$ cat src/rtl/uart_pkg.sv
// UART transmit shared types and helpers.
// Frame state encoding, data-length encoding and parity helper.
package uart_pkg;

    typedef enum logic [2:0] {
        IDLE,
        FETCH,
        LOAD,
        START,
        DATA,
        PARITY,
        STOP
    } tx_state_e;

    typedef enum logic [1:0] {
        DB5,
        DB6,
        DB7,
        DB8
    } data_bits_e;

    localparam int BYTE_W = 8;

    function automatic logic [3:0] data_bit_count(data_bits_e db);
        return 4'd5 + {2'b00, db};
    endfunction

    function automatic logic [BYTE_W-1:0] data_mask(data_bits_e db);
        return 8'hFF >> (4'd8 - data_bit_count(db));
    endfunction

    function automatic logic frame_parity(
        logic [BYTE_W-1:0] d,
        data_bits_e        db,
        logic              odd
    );
        return (^(d & data_mask(db))) ^ odd;
    endfunction

endpackage

$ cat src/rtl/uart_baud_gen.sv
// Bit-period timer for the UART transmitter.
// Divisor is captured on load; bit_end marks the last clk of each bit.
module uart_baud_gen
    import uart_pkg::*;
#(
    parameter int DIV_WIDTH = 16
) (
    input  logic                 clk,
    input  logic                 rst_n,
    input  logic                 load,
    input  logic [DIV_WIDTH-1:0] div_in,
    input  logic                 run,
    output logic                 bit_end
);

    logic [DIV_WIDTH-1:0] div_q;
    logic [DIV_WIDTH-1:0] cnt;

    assign bit_end = run && (cnt == div_q);

    // Hold the divisor for the whole frame.
    always_ff @(posedge clk or negedge rst_n) begin
        if (!rst_n) begin
            div_q <= '0;
        end else if (load) begin
            div_q <= div_in;
        end
    end

    // Count clks within a bit; restart at each bit end so it never wraps.
    always_ff @(posedge clk or negedge rst_n) begin
        if (!rst_n) begin
            cnt <= '0;
        end else if (load || !run || bit_end) begin
            cnt <= '0;
        end else begin
            cnt <= cnt + 1'b1;
        end
    end

endmodule

$ cat src/rtl/uart_tx_serializer.sv
// UART transmit serializer fed from the TX FIFO read port.
// Sends start, 5-8 data bits LSB first, optional parity, 1-2 stop bits.
module uart_tx_serializer
    import uart_pkg::*;
#(
    parameter int DATA_WIDTH = 8,
    parameter int DIV_WIDTH  = 16
) (
    input  logic                  clk,
    input  logic                  rst_n,
    input  logic                  tx_en,
    input  logic [DIV_WIDTH-1:0]  baud_div,
    input  logic [1:0]            cfg_data_bits,
    input  logic                  cfg_parity_en,
    input  logic                  cfg_parity_odd,
    input  logic                  cfg_stop2,
    output logic                  fifo_rd_en,
    input  logic [DATA_WIDTH-1:0] fifo_rd_data,
    input  logic                  fifo_rd_empty,
    output logic                  tx,
    output logic                  tx_busy,
    output logic                  tx_done
);

    tx_state_e         state;
    tx_state_e         state_nx;
    logic [BYTE_W-1:0] shreg;
    logic [2:0]        bit_cnt;
    data_bits_e        db_q;
    logic              par_en_q;
    logic              stop2_q;
    logic              par_bit_q;
    logic              tx_done_q;
    logic              bit_end;
    logic              run;
    logic              load;
    logic              last_data;
    logic              last_stop;
    data_bits_e        db_in;

    assign db_in     = data_bits_e'(cfg_data_bits);
    assign load      = (state == LOAD);
    assign run       = (state == START) || (state == DATA) ||
                       (state == PARITY) || (state == STOP);
    assign last_data = ({1'b0, bit_cnt} == (data_bit_count(db_q) - 4'd1));
    assign last_stop = (bit_cnt == {2'b00, stop2_q});
    assign tx_done   = tx_done_q;

    uart_baud_gen #(
        .DIV_WIDTH (DIV_WIDTH)
    ) u_baud (
        .clk     (clk),
        .rst_n   (rst_n),
        .load    (load),
        .div_in  (baud_div),
        .run     (run),
        .bit_end (bit_end)
    );

    // State register; reset aborts any frame and returns the line to idle.
    always_ff @(posedge clk or negedge rst_n) begin
        if (!rst_n) begin
            state <= IDLE;
        end else begin
            state <= state_nx;
        end
    end

    // Next state and state-decoded outputs.
    always_comb begin
        state_nx   = state;
        tx         = 1'b1;
        fifo_rd_en = 1'b0;
        tx_busy    = 1'b1;
        unique case (state)
            IDLE: begin
                tx_busy = 1'b0;
                if (tx_en && !fifo_rd_empty) begin
                    state_nx = FETCH;
                end
            end
            FETCH: begin
                fifo_rd_en = 1'b1;
                state_nx   = LOAD;
            end
            LOAD: begin
                state_nx = START;
            end
            START: begin
                tx = 1'b0;
                if (bit_end) begin
                    state_nx = DATA;
                end
            end
            DATA: begin
                tx = shreg[0];
                if (bit_end && last_data) begin
                    state_nx = par_en_q ? PARITY : STOP;
                end
            end
            PARITY: begin
                tx = par_bit_q;
                if (bit_end) begin
                    state_nx = STOP;
                end
            end
            STOP: begin
                if (bit_end && last_stop) begin
                    state_nx = IDLE;
                end
            end
            default: begin
                state_nx = IDLE;
            end
        endcase
    end

    // Frame datapath: capture byte and config, shift data, count bits.
    always_ff @(posedge clk or negedge rst_n) begin
        if (!rst_n) begin
            shreg     <= '0;
            bit_cnt   <= '0;
            db_q      <= DB5;
            par_en_q  <= 1'b0;
            stop2_q   <= 1'b0;
            par_bit_q <= 1'b0;
        end else if (load) begin
            shreg     <= fifo_rd_data[BYTE_W-1:0];
            bit_cnt   <= '0;
            db_q      <= db_in;
            par_en_q  <= cfg_parity_en;
            stop2_q   <= cfg_stop2;
            par_bit_q <= frame_parity(fifo_rd_data[BYTE_W-1:0],
                                      db_in, cfg_parity_odd);
        end else if (state == DATA && bit_end) begin
            shreg   <= shreg >> 1;
            bit_cnt <= last_data ? 3'd0 : bit_cnt + 3'd1;
        end else if (state == STOP && bit_end) begin
            bit_cnt <= bit_cnt + 3'd1;
        end
    end

    // One-cycle done pulse in the first idle cycle after the last stop bit.
    always_ff @(posedge clk or negedge rst_n) begin
        if (!rst_n) begin
            tx_done_q <= 1'b0;
        end else begin
            tx_done_q <= (state == STOP) && bit_end && last_stop;
        end
    end

endmodule

$ cat config.mk
export PLATFORM = sky130hd
export DESIGN_NAME = uart_tx_serializer
export DESIGN_NICKNAME = d
export VERILOG_FILES = /design/src/rtl/uart_pkg.sv /design/src/rtl/uart_baud_gen.sv /design/src/rtl/uart_tx_serializer.sv
export SDC_FILE = /design/constraint.sdc
export NUM_CORES = 1
export LEC_CHECK = 0
export ABC_AREA = 1
export CAP_MARGIN = 10
export CORE_ASPECT_RATIO = 1.2
export CORE_MARGIN = 1.5
export CORE_UTILIZATION = 57
export CTS_CLUSTER_DIAMETER = 100
export CTS_CLUSTER_SIZE = 28
export DETAILED_ROUTE_END_ITERATION = 10
export DONT_BUFFER_PORTS = 1
export GPL_ROUTABILITY_DRIVEN = 0
export MAX_ROUTING_LAYER = met4
export PLACE_DENSITY = 0.75
export SYNTH_ARGS = -nofsm -noshare
export SYNTH_HDL_FRONTEND = slang
export SYNTH_SLANG_ARGS = --single-unit
export TNS_END_PERCENT = 5
$ cat constraint.sdc
create_clock -name clk -period 1.55 [get_ports clk]
set_input_delay 0.2325 -clock clk [delete_from_list [all_inputs] [get_ports clk]]
set_output_delay 0.2325 -clock clk [all_outputs]
set_load 0.03 [all_outputs]
==> results of run 1 <==
-- worst max-delay path by stage --
stage / start / cells past startpoint / endpoint / slack [ns]
floorplan: u_baud.cnt[0]$_DFF_PN0_ / 8 / u_baud.cnt[14]$_DFF_PN0_ / 0.03
global placement: u_baud.cnt[1]$_DFF_PN0_ / 11 / state[1]$_DFFE_PN0P_ / -0.05
detailed placement: u_baud.cnt[1]$_DFF_PN0_ / 11 / bit_cnt[1]$_DFFE_PN0P_ / -0.10
CTS: state[1]$_DFFE_PN0P_ / 6 / tx / -0.09
global route: u_baud.cnt[14]$_DFF_PN0_ / 11 / state[2]$_DFFE_PN0P_ / -0.19
finish: u_baud.div_q[6]$_DFFE_PN0P_ / 12 / state[2]$_DFFE_PN0P_ / -0.12
-- cell usage in the layout (no fill, tap or decap), drive strengths merged, types with 8 or more instances in the layout --
master and count:
a21oi 9, dfrtp 52, buf 41, o21ai 24
nand4 8, nand3 26, nor2 49, nand2 155
xnor2 10, inv 59
-- per-layer routing --
metal  global-route usage (%)  up-vias
met1                     27.5     1293
li1                         -     1397
met3                     3.64        8
met5                        -        -
met4                     8.04        0
met2                     44.1       60
-- layout make-up --
cell class / count / area [µm²] / area share (%)
clock buffers: 6 / 72.6 / 1.97
clock inverters: 1 / 5.00 / 0.136
inverters: 60 / 225 / 6.10
multi-input cells: 305 / 1620 / 43.9
flip-flops and latches: 52 / 1310 / 35.4
well taps: 60 / 75.1 / 2.03
repair buffers: 42 / 387 / 10.5
-- kinds of logic after synthesis --
family / share of synthesized area [%]
and+or+nand+nor: 34.3
buffers and inverters: 9.15
DFF: 42.9
AOI/OAI and AO/OA: 8.24
xor gates and xnor gates: 4.61
adders and majority gates: 0.824
-- metrics by stage --
stage	power, W	util [%]	setup TNS (ns)	std cells
after floorplan	0.00414	-	0	427
after CTS	0.00587	69.4	-0.862	520
after detailed placement	0.00497	66.1	-0.828	507
after global routing	0.00668	73.2	-3.19	526
final	0.00619	73.2	-1.54	526
after global placement	0.00486	66.1	-0.402	507
-- repair_timing --
item,in CTS,in global routing
endpoints found under the hold margin,52,0
cloned,0,0
resized for setup,11,46
buffers inserted,4,6
hold buffers,2,0
endpoints found under the setup margin,20,33
pin swaps,4,19
-- power by group through the flow --
stage / Clock [W] / Combinational, W / Sequential (W)
after floorplan: 0 / 0.00204 / 0.00210
after global placement: 0 / 0.00269 / 0.00217
after detailed placement: 0 / 0.00279 / 0.00218
after CTS: 0.000763 / 0.00294 / 0.00216
after global routing: 0.000802 / 0.00365 / 0.00223
final: 0.000741 / 0.00326 / 0.00218
-- state kept, by name, indices dropped and copies added (netlist names) --
| signal | cells |
|---|---|
| bit_cnt | 3 |
| tx_done | 1 |
| par_bit_q | 1 |
| state | 3 |
| stop2_q | 1 |
| par_en_q | 1 |
| u_baud.cnt | 16 |
| db_q | 2 |
| u_baud.div_q | 16 |
| shreg | 8 |
-- Yosys cell counts, drive strengths merged (2+ instances only) --
master	number
o21ai	24
o211ai	3
nand4	8
nor3	6
xor2	6
nand2	155
o311ai	2
nand3	26
nor2	49
a21oi	9
xnor2	10
ha	2
inv	59
clkbuf	3
buf	7
dfrtp	52
-- critical path: stages, from the launching register on --
cell and delay [ns]:
dfrtp_1 0.42, inv_1 0.10, nand2_1 0.07, nand2_1 0.08
nand2_1 0.10, nor2_2 0.12, nand3_2 0.10, nor2_4 0.19
nand2_2 0.11, nand2_4 0.10, nand2_4 0.06, nand2_1 0.06
nand2_1 0.04
==> metrics, run 1 <==
share of cells above drive strength 1 around 25%; # clock sinks 52; met2 WL post-DR 3740 µm; Worst R2R End state[2]$_DFFE_PN0P_; Mapped Avg Cell Area 7.11 µm²; fin crit share 108%; Setup Skew between 0.01 and 0.015 ns; worst setup margin -0.121 ns; top cells by area, synth dfrtp_1 43%, nand2_1 19%, inv_1 6.6%; Horiz. Die Dim around 70 µm; vias in the first global route ~2600; Worst Path Arrival 1.87 ns; I/O pins 37; routed len/inst roughly 13 µm; ANT cells 0; FF-to-FF setup slack -0.12 ns; TritonCTS clock tree built; RSZ-0062 raised after global routing true; GRT Resource Usage Total 24.4%; CP Max Fanout 4; number of buffers created by CTS 5; DP HPWL roughly 4700 µm; area of the die approximately 5800 µm²; NumNets Final 501; Cells after Synth 427; max cap viols 0; initial DRC count 127; R2R depth 12; hold_ws 0.0401 ns; hold path endpoint u_baud.div_q[5]$_DFFE_PN0P_; switch share between 40% and 50%; Post-DRT Antenna Nets 0; total grt overflow 0; Vias 2758; Main synth FF type dfrtp_1; Clock transition at path regs 0.10 ns; number of synthesized flops with an enable pin 0; Final Critical Period 1.67 ns; first-pass GRT wire length 11200 µm; largest net degree at the start of global routing 53; Routed met1 length 2860 µm; final instance area 3690 µm²; Synth async-reset ratio 100%; worst r2r src u_baud.div_q[6]$_DFFE_PN0P_; clk root buf clkbuf_8; Post-DP Area 3330 µm²; worst-margin pin slew 0.339 ns; cell area after synthesis 3040 µm²; max layer used met4; share of the synthesized area in the top cell type 42.9%; endpoint type of the worst setup path flop; peak supply drop around 1.2 mV; max-slew violation count 0; Die H roughly 83 µm; post-placement worst setup slack -0.101 ns; Starting Density 60.2%; register area share after synthesis 42.9%; Worst EP required 1.75 ns; vias per cell 5.24; Total Wirelength between 6000 and 7000 µm; initial antenna violation count 0; switching power 0.00275 W; WL met3 214 µm; failing checks negative setup slack; Yosys warnings 0; H-tree Lvls 2; Yosys top cell by area dfrtp_1; Initial DRT Pass Iterations 4; area delta synth->final 21.5%; Slew HR 77.3%; Final setup viols 20; Rows 28; Seq pwr share a little over a third; fillers 396; clock buffer depth 2; Pint 0.00343 W; final hold vios 0; min-delay worst type in -> reg; Core Footprint 5040 µm²; syn_nets 462; IO Port Bufs 0; hold path depth 2; worst hold path startpoint baud_div[5]; outcome finished, violations left; worst skew pair latency 0.31 ns; Residual DRC 0; crit path kind reg -> reg; Startpoint Class flop; library cells used by synthesis 32; Power Dens Cells 1680 nW/µm²; Gate power share 52.7%; register bit total from synthesis 52; Leak 1.87 nW; clock share of power 12.0%; fmax 598 MHz
Power figures use the tool's default switching activity.
==> run 2, diff against run 1 <==
--- a/config.mk
+++ b/config.mk
@@ -15,6 +15,7 @@
 export DETAILED_ROUTE_END_ITERATION = 10
 export DONT_BUFFER_PORTS = 1
 export GPL_ROUTABILITY_DRIVEN = 0
+export HOLD_SLACK_MARGIN = 0.05
 export MAX_ROUTING_LAYER = met4
 export PLACE_DENSITY = 0.75
 export SYNTH_ARGS = -nofsm -noshare
==> run 2 against run 1 <==
  * The run still ends with negative setup slack left
  * Wire length up 2.2%
  * Setup slack better by 0.0027 ns
  * Combinational power is 1% higher
  * Sequential power about the same
  * Register-to-register slack hardly changed
  * Sequential share of layout area decreased by 1.4 points
  * Largest cell class unchanged
  * Cell count grew 3.0%
  * Critical path depth stayed put
  * First-iteration DRC count increased by 34%
  * Count of clock-buffer cells in the layout is the same
  * Total power rose by 0.59%
  * Fmax rose by 0.16%
==> metrics, run 2 (synthesis gave the netlist of run 1 again) <==
TritonCTS clock tree built; DP HPWL roughly 4700 µm; vias per cell 5.25; Post-DP Area 3330 µm²; final instance area just under 4000 µm²; Worst EP required 1.75 ns; initial antenna violation count 0; min-delay worst type in -> reg; Final setup viols 20; Total Wirelength 7050 µm; peak supply drop 1.18 mV; Worst Path Arrival 1.87 ns; CP Cell Sequence inv_1, nand2_1, nand2_1, nand2_1, nor2_2, nand3_2, nor2_4, nand2_2, nand2_4, nand2_4, nand2_1, nand2_1; endpoint type of the worst setup path flop; share of cells above drive strength 1 24.3%; worst-margin pin slew 0.340 ns; vias in the first global route 2734; max-slew violation count 0; clk root buf clkbuf_8; Startpoint Class flop; setup_tns -1.42 ns; met1 Use GR 28.1%; Critical Path Max Stage Delay ~0.42 ns; outcome finished, violations left; max cap viols 0; Clock transition at path regs 0.10 ns; most frequent cells in the layout 137 x nand2_1, 48 x dfrtp_1, 46 x inv_1; Core Footprint 5040 µm²; Final Critical Period between 1.5 and 2 ns; Leak 1.93 nW; CP Max Fanout 4; # clock sinks 52; area delta synth->final 26.6%; Placed Cells incl. Taps 507; fin crit share 108%; Initial DRT Pass Iterations 4; Residual DRC 0; Power Dens Cells 1620 nW/µm²; Vias 2845; Setup Skew 0.0107 ns; area of the die 5780 µm²; worst setup margin -0.118 ns; Rows 28; GRT Resource Usage Total 25.0%; ANT cells 0; Die H 83.0 µm; Power, Total 0.00622 W; clock buffer depth 2; initial DRC count 170; total grt overflow 0; fmax between 500 and 600 MHz; final hold vios 0; number of buffers created by CTS 5; Horiz. Die Dim 69.6 µm; Slew HR 77.2%; IO Port Bufs 0; Post-DRT Antenna Nets 0; slowest cell on the critical path dfrtp_1; most used cell, CP nand2_1; RSZ-0062 raised after global routing true; NumNets Final 517; global routing's busiest layer met2; failing checks negative setup slack; I/O pins 37; Buf/Inv on CP 1; crit path kind reg -> reg; met2 usage in global routing 45.6%; routed len/inst 13.0 µm; Post-Layout Cell Count 542; Starting Density 60.2%; largest net degree at the start of global routing 53; met3 Use GR 3.52%; CP delay by family, top simple AND/OR/NAND/NOR gates; worst skew pair latency 0.31 ns; H-tree Lvls 2; first-pass GRT wire length 11400 µm; largest registers u_baud.cnt: 16 flops, u_baud.div_q: 16 flops, shreg: 8 flops; commonest non-fill, non-tap cell in the layout nand2_1
-- run 2: worst register-to-register path: stages (launching register included) --
cell and delay [ns]:
dfrtp_1 0.42, inv_1 0.10, nand2_1 0.06, nand2_1 0.08
nand2_1 0.10, nor2_2 0.11, nand3_2 0.10, nor2_4 0.19
nand2_2 0.11, nand2_4 0.11, nand2_4 0.06, nand2_1 0.07
nand2_1 0.05
-- run 2: what timing repair did --
action / in CTS / in global routing
pin swaps: 4 / 19
gates resized for setup: 11 / 44
buffers inserted: 4 / 6
hold buffers: 18 / 0
hold endpoints to repair: 68 / 0
endpoints found under the setup margin: 20 / 33
-- run 2: power breakdown --
| group | leakage [nW] | switching [W] | internal, W | total, W |
|---|---|---|---|---|
| registers | 0.664 | 0.000351 | 0.00183 | 0.00218 |
| logic | 1.23 | 0.00198 | 0.00132 | 0.00330 |
| clock network | 0.0410 | 0.000435 | 0.000308 | 0.000743 |
-- run 2: cell type report --
class	instances	area (µm²)
clock buffers	6	72.6
clock inverters	1	5.00
fillers	368	1200
inverters	60	225
multi-input cells	305	1610
flip-flops and latches	52	1310
well taps	60	75.1
repair buffers	58	547
-- run 2: final timing paths --
path,startpoint,to,slack [ns],cells after the start
worst max register to register,u_baud.div_q[6]$_DFFE_PN0P_,state[2]$_DFFE_PN0P_,-0.12,12
worst max-delay path,u_baud.div_q[6]$_DFFE_PN0P_,state[2]$_DFFE_PN0P_,-0.12,12
worst min register to register,db_q[1]$_DFFE_PN0P_,db_q[1]$_DFFE_PN0P_,0.51,2
max in group asynchronous,rst_n,state[0]$_DFFE_PN0P_,0.87,2
min in group asynchronous,rst_n,u_baud.div_q[5]$_DFFE_PN0P_,0.42,2
worst min-delay path,baud_div[10],u_baud.div_q[10]$_DFFE_PN0P_,0.05,2
-- run 2: per-layer routing --
layer,wire [µm],share of wire [%]
met1,2870,41
met3,234,3.3
met4,89,1.3
met5,0,0
met2,3860,55
-- run 2: stage by stage --
stage	utilization (%)	hold WS (ns)	worst slack [ns]
floorplan	-	-0.0631	0.0279
global placement	66.1	-0.0618	-0.0490
detailed placement	66.1	-0.0614	-0.101
CTS	72.6	0.0501	-0.0937
global route	76.2	0.0555	-0.192
finish	76.2	0.0528	-0.118
